==> config.mk <==
export PLATFORM = sky130hd
export DESIGN_NAME = dm_arbiter
export DESIGN_NICKNAME = d
export VERILOG_FILES = /design/src/rtl/dm_arbiter.sv
export SDC_FILE = /design/constraint.sdc
export NUM_CORES = 1
export LEC_CHECK = 0
export ABC_AREA = 1
export BUFFER_PORTS_ARGS = -buffer_cell sky130_fd_sc_hd__buf_2
export CAP_MARGIN = 20
export CORE_MARGIN = 5
export CORE_UTILIZATION = 41
export CTS_CLUSTER_SIZE = 24
export DETAILED_ROUTE_END_ITERATION = 10
export PLACE_DENSITY_LB_ADDON = 0.2
export SLEW_MARGIN = 40
export SYNTH_ARGS = -nofsm -noshare
export SYNTH_HDL_FRONTEND = slang
export SYNTH_SLANG_ARGS = --single-unit
==> constraint.sdc <==
create_clock -name clk -period 2.1 [get_ports clk]
set_input_delay 0.525 -clock clk [delete_from_list [all_inputs] [get_ports clk]]
set_output_delay 0.525 -clock clk [all_outputs]
set_load 0.03 [all_outputs]
==> src/rtl/dm_arbiter.sv <==
// dm_arbiter: round-robin arbiter sharing one single-port synchronous data memory among cores
module dm_arbiter #(
  parameter int reg_width  = 12,
  parameter int core_count = 4,
  parameter int id_width   = 2
) (
  input  logic                            clk,
  input  logic                            reset,
  input  logic [core_count-1:0]           core_req,
  input  logic [core_count-1:0]           core_we,
  input  logic [core_count*reg_width-1:0] core_addr,
  input  logic [core_count*reg_width-1:0] core_wdata,
  output logic [core_count-1:0]           core_ack,
  output logic [reg_width-1:0]            core_rdata,
  output logic [reg_width-1:0]            mem_addr,
  output logic [reg_width-1:0]            mem_wdata,
  output logic                            mem_we,
  input  logic [reg_width-1:0]            mem_rdata,
  output logic [id_width-1:0]             grant_id,
  output logic                            busy
);
  localparam logic [1:0] IDLE = 2'd0, ACCESS = 2'd1, RESP = 2'd2;
  logic [1:0]            state_q, state_d;
  logic [core_count-1:0] ack_q, ack_d;
  logic [reg_width-1:0]  rdata_q, rdata_d, addr_q, addr_d, wdata_q, wdata_d;
  logic                  we_q, we_d, busy_q, busy_d;
  logic [id_width-1:0]   gid_q, gid_d;
  logic [core_count-1:0] elig;
  logic [id_width-1:0]   idx, pick;
  logic                  found;

  // first eligible core at or after the slot following the last grant; a core in its ack cycle is masked
  always_comb begin
    elig = core_req & ~ack_q;
    idx = gid_q;
    pick = gid_q;
    found = 1'b0;
    for (int k = 1; k <= core_count; k++) begin
      idx = id_width'((int'(gid_q) + k) % core_count);
      if (!found && elig[idx]) begin
        pick = idx;
        found = 1'b1;
      end
    end
  end

  // sequencing: grant in IDLE, one memory cycle in ACCESS, capture read data and acknowledge in RESP
  always_comb begin
    state_d = state_q;
    ack_d = '0;
    rdata_d = rdata_q;
    addr_d = addr_q;
    wdata_d = wdata_q;
    we_d = 1'b0;
    busy_d = busy_q;
    gid_d = gid_q;
    case (state_q)
      IDLE: if (found) begin
        gid_d = pick;
        addr_d = core_addr[int'(pick)*reg_width +: reg_width];
        wdata_d = core_wdata[int'(pick)*reg_width +: reg_width];
        we_d = core_we[pick];
        busy_d = 1'b1;
        state_d = ACCESS;
      end
      ACCESS: state_d = RESP;
      RESP: begin
        rdata_d = mem_rdata;
        ack_d[gid_q] = 1'b1;
        busy_d = 1'b0;
        state_d = IDLE;
      end
      default: state_d = IDLE;
    endcase
  end

  // state and registered outputs; grant pointer resets to the last core so core 0 wins first
  always_ff @(posedge clk) begin
    if (!reset) begin
      state_q <= IDLE;
      ack_q <= '0;
      rdata_q <= '0;
      addr_q <= '0;
      wdata_q <= '0;
      we_q <= 1'b0;
      busy_q <= 1'b0;
      gid_q <= id_width'(core_count - 1);
    end else begin
      state_q <= state_d;
      ack_q <= ack_d;
      rdata_q <= rdata_d;
      addr_q <= addr_d;
      wdata_q <= wdata_d;
      we_q <= we_d;
      busy_q <= busy_d;
      gid_q <= gid_d;
    end
  end

  assign core_ack = ack_q;
  assign core_rdata = rdata_q;
  assign mem_addr = addr_q;
  assign mem_wdata = wdata_q;
  assign mem_we = we_q;
  assign grant_id = gid_q;
  assign busy = busy_q;
endmodule

==> impl_metrics.csv <==
group,metric,value,unit
run_status,status,"complete, no violations",
timing,rsz0062_at_grt,"yes",
clock_tree,clockRootBuffer,"clkbuf_8",
power,p_sw,0.00386,W
grt,grt_pass1_vias,3368,
synthesis,syn-num-nets,633,
timing,fin_setup_tns,0,ns
worst_setup_path,worstPathRequired,2.29,ns
layout,final_nets,797,
floorplan,num_rows,31,
timing,fin_crit,1.97,ns
placement,dpl.hpwl,7240,microns
worst_setup_path,worstSetupPathType,"flop to flop",
grt,grt_antenna_before_repair,0,
clock_tree,cts_max_level,2,
flow_run,maxCapViolCount,0,
power,p_seq_share,17.3,%
synthesis,yosysSeqAreaShare,30.9,%
placement,placed_cell_area,0.00397,sq mm
timing,setup_violations,0,
min_path,min_delay_path_depth,1,
detailed_routing,drcViolationCount,0,
clock_tree,cts_made_buffers,5,
grt,use_met1,24.8,%
worst_setup_path,start_kind,"flop",
worst_setup_path,cp_data_arrival_time,2.16,ns
grt,grt_use_met3,3.95,%
clock_tree,postCtsSetupRepairBufs,0,
layout,area_growth,42.4,%
worst_setup_path,worstRegToRegCells,15,
min_path,worstHoldStart,"state_q[1]$_SDFFE_PN0P_",
min_path,hold_path_end,"state_q[1]$_SDFFE_PN0P_",
worst_setup_path,path_delay_family,"simple AND/OR/NAND/NOR gates",
power,power.leakage,2.47,nW
floorplan,pin_count,162,
worst_setup_path,max_stage_delay,0.37,ns
detailed_routing,ant_nets,0,
worst_setup_path,crit_chain,"inv_4 -> ha_4 -> inv_1 -> nand3_2 -> nand2_4 -> nand2_1 -> nand2_1 -> nand2_4 -> nand2_8 -> clkbuf_16 -> nand2_1 -> nand3_1 -> nand3_1 -> nand2_1 -> inv_1",
timing,hold_viol,0,
floorplan,initial_core_util,41.5,%
synthesis,synth_seq_cells,46,
floorplan,die_w,95.2,microns
clock_tree,cts_tree,"yes",
worst_setup_path,cp.buffers_inverters,4,
layout,drive_gt1_share,32.2,%
worst_setup_path,slowest_stage,"dfxtp_4",
timing,worstMarginPinSlew,0.369,ns
worst_setup_path,crit_path_end_kind,"flop",
synthesis,synthDistinctLibCells,23,
timing,slew_headroom,75.4,%
grt,grt_pass1_wl,14600,microns
power,power_frac_comb,75.3,%
layout,fill_cells,736,
detailed_routing,num_vias,3615,
synthesis,syn_area,0.00298,sq mm
floorplan,fp.dieH,95.2,microns
worst_setup_path,r2r_slack,0.13,ns
grt,grt.total_usage,20.0,%
timing,fmax,0.509,GHz
placement,gp_congestion,0.898,
synthesis,yosysWarnings,0,
floorplan,dieArea,0.00907,sq mm
clock_tree,cts.sinks,46,
worst_setup_path,r2r_end,"mem_wdata[8]$_SDFFE_PN0P_",
detailed_routing,drt_pre_antenna_iters,4,
clock_tree,clk_pin_slew,0.09,ns
synthesis,syn_inst,511,
floorplan,core,0.00718,sq mm
clock_tree,clkLatencyLatePin,0.29,ns
power,switching_share,51.7,%
detailed_routing,first_iter_violations,127,
worst_setup_path,worst_path_most_repeated_cell,"nand2_1",
layout,final_area,0.00424,sq mm
timing,maxSlewViolCount,0,
power,vdd_drop_max,0.000692,V
grt,met2_usage,35.0,%
timing,finalClockSkew,0.00754,ns
min_path,hold_class,"flop to flop",
power,intPower,0.00361,W
grt,grt_max_degree,34,
layout,diodes,0,
worst_setup_path,critPathMaxFanout,8,
power,power_density,1760,mW/mm^2
synthesis,syn_area_per_cell,5.83,sq um
grt,grt_busiest_layer,"met2",
timing,timing.hold.ws,0.441,ns
power,p_clk_share,7.5,%
placement,io_buffer_count,161,
grt,grt_overflow,0,
detailed_routing,viasPerCell,4.66,
timing,finalCritPeriodShare,93.6,%
clock_tree,cts.path.max_buffers,2,
layout,layout_commonest_cell,"nand2_1",
layout,mostFrequentLayoutCells,"167 x nand2_1, 161 x buf_2, 74 x inv_1",
worst_setup_path,r2r-start,"grant_id[0]$_SDFFE_PN1P_",
detailed_routing,wl_per_cell,12.3,microns
detailed_routing,drt_wl_total,9570,microns
## metal layers
layer  vias to the layer above  routed length [microns]
met3                        13                      646
met1                      1618                     3890
li1                       1880                        -
met5                         -                        0
met4                         0                      156
met2                       104                     4870
## power by group through the flow
stage          sequential (W)  combinational (W)  clock (W)
2_1_floorplan         0.00178            0.00310          0
3_3_place_gp          0.00130            0.00476          0
3_5_place_dp          0.00131            0.00486          0
4_1_cts               0.00129            0.00487   0.000573
5_1_grt               0.00132            0.00624   0.000624
6_report              0.00129            0.00563   0.000557
## layout make-up
cell class | instances | area (sq um) | area share [%]
inverter | 78 | 303 | 7.14
clock inverter | 3 | 23.8 | 0.560
timing repair buffer | 183 | 1110 | 26.3
sequential | 46 | 926 | 21.8
tap | 99 | 124 | 2.92
multi-input combinational | 361 | 1680 | 39.6
clock buffer | 5 | 68.8 | 1.62
## registers in the layout (all words and copies together) (netlist names)
register    flops
busy            1
core_ack        4
core_rdata     12
grant_id        2
mem_addr       12
mem_wdata      12
mem_we          1
state_q         2
## worst reg2reg max path, stage by stage (launching register included)
cell	delay, ns
dfxtp_4	0.37
inv_4	0.04
ha_4	0.25
inv_1	0.10
nand3_2	0.12
nand2_4	0.11
nand2_1	0.06
nand2_1	0.10
nand2_4	0.09
nand2_8	0.14
clkbuf_16	0.17
nand2_1	0.05
nand3_1	0.08
nand3_1	0.09
nand2_1	0.07
inv_1	0.04
## Yosys cell counts, drive strengths merged
master | count | area [sq um]
dfxtp | 46 | 921
clkbuf | 7 | 26.3
a21oi | 13 | 65.1
nand2 | 174 | 666
inv | 78 | 295
ha | 4 | 50.1
nand4 | 3 | 25.0
nand3 | 74 | 385
buf | 19 | 134
a21boi | 1 | 11.3
nor2 | 76 | 293
nand3b | 11 | 82.6
o21ai | 5 | 25.0
## per-stage QoR
step / setup WS (ns) / cells / power, W / util [%]
2_1_floorplan: 0.0625 / 511 / 0.00489 / -
3_3_place_gp: 0.0773 / 763 / 0.00606 / 55.3
3_5_place_dp: -0.00611 / 763 / 0.00617 / 55.3
4_1_cts: 0.00182 / 771 / 0.00674 / 56.6
5_1_grt: -0.0146 / 775 / 0.00818 / 59.1
6_report: 0.134 / 775 / 0.00748 / 59.1
## kinds of logic after synthesis
family | Yosys count | synth area share (%)
AND/OR/NAND/NOR | 338 | 48.7
adder cells (fa/ha/maj) | 4 | 1.68
flip-flops | 46 | 30.9
AO/OA/AOI/OAI | 19 | 3.40
buffers and inverters | 104 | 15.3
## repair_timing
action / 4_1_cts / 5_1_grt
resized for setup: 0 / 19
setup endpoints to repair: 0 / 23
hold buffers: 0 / 0
## worst max path at each step
stage / end / startpoint / depth (start not counted)
global route: mem_wdata[7]$_SDFFE_PN0P_ / grant_id[0]$_SDFFE_PN1P_ / 14
floorplan: mem_addr[11]$_SDFFE_PN0P_ / grant_id[1]$_SDFFE_PN1P_ / 14
global placement: mem_wdata[6]$_SDFFE_PN0P_ / core_req[0] / 13
CTS: mem_wdata[6]$_SDFFE_PN0P_ / grant_id[0]$_SDFFE_PN1P_ / 14
detailed placement: mem_wdata[6]$_SDFFE_PN0P_ / core_req[2] / 14
finish: mem_wdata[8]$_SDFFE_PN0P_ / grant_id[0]$_SDFFE_PN1P_ / 15
Note: power is estimated with default switching activity, not from simulation.
